$ cat config.mk
export PLATFORM = sky130hd
export DESIGN_NAME = cellram_wb_arbiter
export DESIGN_NICKNAME = d
export VERILOG_FILES = /design/src/rtl/cellram_arb_pkg.sv /design/src/rtl/cellram_wb_arbiter.sv
export SDC_FILE = /design/constraint.sdc
export NUM_CORES = 1
export LEC_CHECK = 0
export CAP_MARGIN = 40
export CORE_AREA = 2 2 124 126
export CTS_CLUSTER_DIAMETER = 60
export DETAILED_ROUTE_END_ITERATION = 8
export DIE_AREA = 0 0 126 128
export GPL_ROUTABILITY_DRIVEN = 0
export GPL_TIMING_DRIVEN = 0
export PLACE_DENSITY_LB_ADDON = 0.1
export SLEW_MARGIN = 20
export SYNTH_ARGS = -nofsm -noshare
export SYNTH_HDL_FRONTEND = slang
export SYNTH_SLANG_ARGS = --single-unit
export TNS_END_PERCENT = 100
$ cat constraint.sdc
create_clock -name clk_i -period 1.8 [get_ports clk_i]
set_input_delay 0.18 -clock clk_i [delete_from_list [all_inputs] [get_ports clk_i]]
set_output_delay 0.18 -clock clk_i [all_outputs]
set_load 0.02 [all_outputs]
$ cat src/rtl/cellram_arb_pkg.sv
// Shared definitions for the CellularRAM Wishbone arbiter.
//   arb_state_t : arbiter FSM states (idle, granted to m0, granted to m1)
//   GRANT_*     : one-hot grant encodings presented on grant_o ({m1,m0})
//   DEFAULT_TIMEOUT : default watchdog limit in cycles
package cellram_arb_pkg;

  typedef enum logic [1:0] {
    ST_IDLE = 2'd0,
    ST_GNT0 = 2'd1,
    ST_GNT1 = 2'd2
  } arb_state_t;

  localparam logic [1:0] GRANT_NONE = 2'b00;
  localparam logic [1:0] GRANT_M0   = 2'b01;
  localparam logic [1:0] GRANT_M1   = 2'b10;

  localparam int unsigned DEFAULT_TIMEOUT = 255;

endpackage

$ cat src/rtl/cellram_wb_arbiter.sv
// Two-master / one-slave Wishbone classic arbiter in front of the CellularRAM
// controller. Round-robin between m0 (instruction fetch) and m1 (data),
// grant held for a whole transfer, watchdog error if the slave never acks.
// Ports:
//   clk_i, rst_n_i               : clock, asynchronous active-low reset
//   mN_cyc/stb/we/sel/adr/dat_i  : master N request (N = 0, 1)
//   mN_dat_o, mN_ack_o, mN_err_o : returns to master N
//   s_cyc/stb/we/sel/adr/dat_o   : muxed request to the slave
//   s_dat_i, s_ack_i             : slave response
//   grant_o                      : one-hot current grant {m1,m0}, 00 when idle
module cellram_wb_arbiter
  import cellram_arb_pkg::*;
#(
  parameter int unsigned AW      = 32,
  parameter int unsigned DW      = 32,
  parameter int unsigned TIMEOUT = DEFAULT_TIMEOUT,
  parameter int unsigned TW      = 8
) (
  input  logic            clk_i,
  input  logic            rst_n_i,
  input  logic            m0_cyc_i,
  input  logic            m0_stb_i,
  input  logic            m0_we_i,
  input  logic [DW/8-1:0] m0_sel_i,
  input  logic [AW-1:0]   m0_adr_i,
  input  logic [DW-1:0]   m0_dat_i,
  output logic [DW-1:0]   m0_dat_o,
  output logic            m0_ack_o,
  output logic            m0_err_o,
  input  logic            m1_cyc_i,
  input  logic            m1_stb_i,
  input  logic            m1_we_i,
  input  logic [DW/8-1:0] m1_sel_i,
  input  logic [AW-1:0]   m1_adr_i,
  input  logic [DW-1:0]   m1_dat_i,
  output logic [DW-1:0]   m1_dat_o,
  output logic            m1_ack_o,
  output logic            m1_err_o,
  output logic            s_cyc_o,
  output logic            s_stb_o,
  output logic            s_we_o,
  output logic [DW/8-1:0] s_sel_o,
  output logic [AW-1:0]   s_adr_o,
  output logic [DW-1:0]   s_dat_o,
  input  logic [DW-1:0]   s_dat_i,
  input  logic            s_ack_i,
  output logic [1:0]      grant_o
);

  arb_state_t    r_state;
  arb_state_t    w_next;
  logic          r_last;       // 0: m0 served last, 1: m1 served last
  logic          w_last_next;
  logic [TW-1:0] r_wdog;

  logic w_req0;
  logic w_req1;
  logic w_wd_hit;
  logic w_expire;

  assign w_req0   = m0_cyc_i & m0_stb_i;
  assign w_req1   = m1_cyc_i & m1_stb_i;
  assign w_wd_hit = (r_wdog == TW'(TIMEOUT - 1));
  // An ack in the final watchdog cycle completes the transfer normally.
  assign w_expire = w_wd_hit & ~s_ack_i;

  always_ff @(posedge clk_i or negedge rst_n_i) begin
    if (!rst_n_i) begin
      r_state <= ST_IDLE;
      r_last  <= 1'b1;
      r_wdog  <= '0;
    end else begin
      r_state <= w_next;
      r_last  <= w_last_next;
      // Idle always precedes a grant, so clearing here clears on grant entry.
      if (r_state == ST_IDLE) r_wdog <= '0;
      else                    r_wdog <= r_wdog + TW'(1);
    end
  end

  always_comb begin
    w_next      = r_state;
    w_last_next = r_last;
    s_cyc_o     = 1'b0;
    s_stb_o     = 1'b0;
    s_we_o      = 1'b0;
    s_sel_o     = '0;
    s_adr_o     = '0;
    s_dat_o     = '0;
    m0_dat_o    = '0;
    m0_ack_o    = 1'b0;
    m0_err_o    = 1'b0;
    m1_dat_o    = '0;
    m1_ack_o    = 1'b0;
    m1_err_o    = 1'b0;
    grant_o     = GRANT_NONE;

    case (r_state)
      ST_IDLE: begin
        if (w_req0 && w_req1) w_next = r_last ? ST_GNT0 : ST_GNT1;
        else if (w_req0)      w_next = ST_GNT0;
        else if (w_req1)      w_next = ST_GNT1;
      end
      ST_GNT0: begin
        grant_o  = GRANT_M0;
        s_cyc_o  = m0_cyc_i & ~w_expire;
        s_stb_o  = m0_stb_i & ~w_expire;
        s_we_o   = m0_we_i;
        s_sel_o  = m0_sel_i;
        s_adr_o  = m0_adr_i;
        s_dat_o  = m0_dat_i;
        m0_dat_o = s_dat_i;
        m0_ack_o = s_ack_i;
        m0_err_o = w_expire;
        if (s_ack_i || w_wd_hit) begin
          w_next      = ST_IDLE;
          w_last_next = 1'b0;
        end else if (!m0_cyc_i) begin
          w_next = ST_IDLE;
        end
      end
      ST_GNT1: begin
        grant_o  = GRANT_M1;
        s_cyc_o  = m1_cyc_i & ~w_expire;
        s_stb_o  = m1_stb_i & ~w_expire;
        s_we_o   = m1_we_i;
        s_sel_o  = m1_sel_i;
        s_adr_o  = m1_adr_i;
        s_dat_o  = m1_dat_i;
        m1_dat_o = s_dat_i;
        m1_ack_o = s_ack_i;
        m1_err_o = w_expire;
        if (s_ack_i || w_wd_hit) begin
          w_next      = ST_IDLE;
          w_last_next = 1'b1;
        end else if (!m1_cyc_i) begin
          w_next = ST_IDLE;
        end
      end
      default: w_next = ST_IDLE;
    endcase
  end

endmodule

[Yosys cells after proc, flatten, opt, wreduce, memory -nomap -nowiden]
Index checks and enable logic that the tools add are counted.
Storage, ports and cells
  output and inout port bits: 141
  input port bits: 177
  register bits after elaboration: 11
  logic and storage cells: 53
Operators by class
  reduce and logical (&&, ||, !) cells: 6
  equality and inequality tests: 8
  multiplexer cells: 26
  add/sub/neg operators: 1
  bitwise gates (word level): 9
Operators by type and width (number)
  $pmux 32 s2: 2
  $mux 32: 2
  $mux 2: 8
  $add 8x1->8 const B: 1
  $eq 8x8->1 const B: 1
  $mux 8: 1
  $pmux 1 s2: 4
  $pmux 4 s2: 1
  $and 1x1->1: 7
  $mux 1: 6
  $ne 3x3->1 const B: 2
  $pmux 2 s3: 1
  $reduce_and 3->1: 2
  $ne 2x2->1 const B: 2
  $ne 4x3->1 const B: 1
  $pmux 2 s2: 1
  $eq 2x1->1 const B: 1
  $eq 2x2->1 const B: 1
  $logic_not 2->1: 1
  $not 1->1: 2
  $reduce_bool 2->1: 1
  $logic_and 1x1->1: 1
  $logic_or 1x1->1: 1

[Longest topological paths before layout]
  depth after elaboration: 5
  gate-level depth with buffers: 8
  depth with buffers taken out: 6

[Worst setup path after synthesis]
OpenSTA, ideal clock, no wires.
  path kind: register to output
  start point: register r_state[1]
  end point: output m0_err_o
  stages on the path, launching flop included: 8
  data required time: 1620 ps
  arrival time: 1658 ps
  path slack: -38 ps
  buffers on the path: 3
  path through: dfrtp_1 inv_1 ha_1 clkbuf_2 buf_2 buf_2 inv_1 nor3_1
On the way
  longest elaborated chain between the ends: 2
RTL lines
  start, declared: line cellram_wb_arbiter.sv:50  | arb_state_t r_state;
  start signal, assigned: line cellram_wb_arbiter.sv:73  | r_state <= w_next;
  $eq 2x1->1: line cellram_wb_arbiter.sv:98  | case (r_state)
  $mux 1: line cellram_wb_arbiter.sv:98
  end, declared: line cellram_wb_arbiter.sv:29  | output logic m0_err_o,
No other way between the ends.

[Final worst setup path]
  start point: register r_state[1]
  end point: output s_dat_o[15]
On the way
  longest elaborated chain between the ends: 2
  elaborated cells between the ends (all ways): 3
  those cells by class: 2 x eq/ne; 1 x mux
RTL lines
  $eq 2x2->1 or $eq 2x1->1 (tied branches): line cellram_wb_arbiter.sv:98
  $pmux 32 s2 *: line cellram_wb_arbiter.sv:98
  end, declared: line cellram_wb_arbiter.sv:44  | output logic [DW-1:0] s_dat_o,
Mark *: on every way between the ends. The rest lies on a longest branch, timed or not.

==> summary.md <==
| Metric | Value |
|---|---|
| Count of buffers from port buffering | `317` |
| Die Width | `126 um` |
| Final-report setup violation count | `104` |
| Failing checks | `setup timing` |
| Site Rows | `45` |
| Max-slew violations | `0` |
| Cell taking the most area after synthesis | `a22oi_1` |
| Clock-pin slew on the worst setup and hold paths | `0.04 ns` |
| Unrepaired setup endpoints after global routing | `yes` |
| # Max-Cap Violations | `0` |
| Net switching share of the total power | `44.59%` |
| Seq pwr share | `3.7%` |
| IO Count | `318` |
| Initial antenna violation count | `0` |
| Worst EP arrival | `1.80 ns` |
| Max Freq | `505.6 MHz` |
| Seq/Total Area, Yosys | `12.65%` |
| Crit path max fanout | `8` |
| Via count | `3741` |
| Area delta synth->final | `207.2%` |
| Number of H-tree levels | `1` |
| Fill cells | `1496` |
| Buffer depth of the longest clock path | `2` |
| Pin count of the biggest net entering global routing | `12` |
| Internal power consumption | `5537 uW` |
| Crit Reg-Reg Startpoint | `r_state[1]$_DFFE_PN0P_` |
| Layout Cells excl Fill | `841` |
| Post-CTS Hold Fix Bufs | `0` |
| CTS Root Cell | `clkbuf_16` |
| Worst reg-to-reg setup slack | `0.05 ns` |
| Syn Std Cell Area | `2186 um2` |
| Slew @ Worst Pin | `0.5113 ns` |
| Num CTS Buffers | `3` |
| Post-Syn Nets | `487` |
| Clock skew after layout | `0.006181 ns` |
| Total power per unit cell area | `1488 nW/um2` |
| Fraction of registers with async set or reset after synthesis | `100.0%` |
| Hold slack final | `0.2842 ns` |
| Number of enable flip-flop cells after synthesis | `0` |
| Most frequent cell after synthesis | `a22oi_1` |
| Max-slew headroom | `65.81%` |
| R2r worst-path depth | `8` |
| Worst-skew pair later-pin latency | `0.24 ns` |
| Final period demand of the worst path | `1.978 ns` |
| Synth unique cells | `27` |
| Number of global-route vias before repair | `3698` |
| Overflow left after global routing | `0` |
| Synth top area share | `24.04%` |
| WS Path Type | `reg -> out` |
| Net Switching | `4455 uW` |
| Net count, final | `838` |
| First-pass iteration count of the detailed router | `4` |
| Post-Layout Inst Area | `6714 um2` |
| Cell count after synthesis | `303` |
| Synth cell count leaders | `a22oi_1, nor2b_1, and2_1` |
| Part of the power in combinational logic | `92.2%` |
| Mean routed wirelength per cell | `19.38 um` |
| Final wirelength | `16300 um` |
| TritonCTS clock tree | `built` |
| Path type of the worst min-delay path | `in -> async` |
| Critical path destination | `s_dat_o[15]` |
| Seq cells post-synth | `11` |
| Endpoint of the worst-slack reg-to-reg timing path | `r_state[1]$_DFFE_PN0P_` |
| Initial cell density of the core | `14.71%` |
| Required time of the worst setup path | `1.62 ns` |
| Area after DPL | `5599 um2` |
| Count of antenna-violating nets left after detailed routing | `0` |
| Per-instance average area after synthesis | `7.214 um2` |
| Share of the clock period used by the worst path | `109.9%` |
| Run status | `finished with violations` |
| Placed instance count | `808` |
| Top flip-flop cell by instance count after synthesis | `dfrtp_1` |
| DR vias/cell | `4.448` |
| Leakage component of the power | `0.002774 uW` |
| Number of warnings issued by yosys | `0` |
| Cells taking the most area after synthesis | `a22oi_1, nor2b_1, and2_1, dfrtp_1, ha_1` |
| VDD IR-drop max | `0.5259 mV` |
| Die ar. | `16130 um2` |
| Final routed DRC violation total | `0` |
| Number of clock sinks | `11` |
| Critical path endpoint category | `primary output` |
| Setup slack after placement | `-1.002 ns` |
| Crit path from | `r_state[1]$_DFFE_PN0P_` |
| Final Hold Vio Count | `0` |
| Post-DP HPWL | `12520 um` |
| Element type at the critical path start | `register` |
| Final worst slack | `-0.1778 ns` |
| Die height | `128 um` |
| Total GRT Usage | `17.29%` |
| Wire length of the first global-routing pass | `21910 um` |
| Number of design-rule violations left by the first detailed-router iteration | `93` |
| Number of antenna cells inserted | `0` |
| Core ar. | `14860 um2` |
| Fraction of final layout cells sized beyond drive strength 1 | `50.84%` |
| Clock share of power | `4.1%` |
==> final cells by class <==
class | count | area, um2 | area share, %
repair buffers | 347 | 3426 | 51.03
well taps | 188 | 235.2 | 3.504
flip-flops and latches | 11 | 277.8 | 4.137
multi-input cells | 255 | 2227 | 33.17
clock buffers | 4 | 78.83 | 1.174
inverters | 5 | 21.27 | 0.3168
plain buffers | 31 | 447.9 | 6.672
==> logic make-up (layout without fill, tap and decap cells) <==
| logic type | after synthesis | after routing | share of synthesized area (%) |
|---|---|---|---|
| multiplexers | 2 | 2 | 0.9159 |
| adder cells (fa/ha/maj) | 7 | 7 | 4.007 |
| AND/OR/NAND/NOR | 161 | 161 | 44.82 |
| AO/OA/AOI/OAI | 79 | 79 | 27.47 |
| flip-flops | 11 | 11 | 12.65 |
| buffers and inverters | 37 | 387 | 7.727 |
| XOR/XNOR | 6 | 6 | 2.404 |
==> per-stage QoR <==
| stage | TNS [ns] | power, uW | utilization [%] |
|---|---|---|---|
| 2_1_floorplan | 0 | 4034 | - |
| 3_3_place_gp | -93.05 | 7136 | 37.67 |
| 3_5_place_dp | -94.93 | 7157 | 37.67 |
| 4_1_cts | -16.46 | 8251 | 39.33 |
| 5_1_grt | -14.85 | 10600 | 45.17 |
| 6_report | -7.223 | 9992 | 45.17 |
==> worst max-delay path, cell delays in order, from the launching register on <==
cell,delay (ns)
dfrtp_1,0.39
buf_6,0.13
ha_4,0.15
buf_12,0.14
buf_12,0.14
clkbuf_16,0.15
a22oi_2,0.21
nor2b_1,0.07
buf_2,0.16
==> routing by layer <==
layer | vias to the layer above | track usage, % | wire, um
li1 | 1751 | - | -
met3 | 12 | 6.302 | 1615
met5 | - | 0 | 0
met4 | 0 | 2.909 | 269
met1 | 1760 | 18.26 | 5626
met2 | 218 | 33.21 | 8784
==> flip-flops by register name (all words and copies together), names as in the netlist <==
register,cells
r_last,1
r_state,2
r_wdog,8
==> how the worst min path moves through the flow <==
stage / startpoint / endpoint / cells past startpoint
after floorplan: rst_n_i / r_state[0]$_DFFE_PN0P_ / 0
after global placement: r_wdog[7]$_DFF_PN0_ / r_wdog[7]$_DFF_PN0_ / 2
after detailed placement: r_last$_DFFE_PN1P_ / r_last$_DFFE_PN1P_ / 2
after CTS: rst_n_i / r_wdog[2]$_DFF_PN0_ / 1
after global routing: rst_n_i / r_wdog[2]$_DFF_PN0_ / 1
final: rst_n_i / r_wdog[6]$_DFF_PN0_ / 1
==> cells in the final DEF, fill, tap and decap left out, types with 5 or more instances in the layout <==
cell               n
buf_8             11
buf_6             60
and2_1            24
clkbuf_16         12
clkdlybuf4s50_1  176
buf_2             12
a22oi_1            6
nor2b_1           65
buf_12            10
buf_4             91
a22oi_2           64
dfrtp_1            9
xor2_1             5
and2_4            42
nor2_1            11
==> what timing repair did <==
item | 4_1_cts | 5_1_grt
buffers inserted | 10 | 10
pin swaps | 3 | 39
setup endpoints to repair | 140 | 143
cloned | 1 | 9
endpoints found under the hold margin | 0 | 0
gates resized for setup | 733 | 268
==> power by group through the flow <==
| stage | registers [uW] | logic [uW] | clock network, uW |
|---|---|---|---|
| finish | 370 | 9220 | 406 |
| floorplan | 353 | 3680 | 0 |
| global placement | 368 | 6770 | 0 |
| CTS | 360 | 7480 | 413 |
| detailed placement | 371 | 6790 | 0 |
| global route | 382 | 9790 | 430 |
Power figures use the tool's default switching activity.
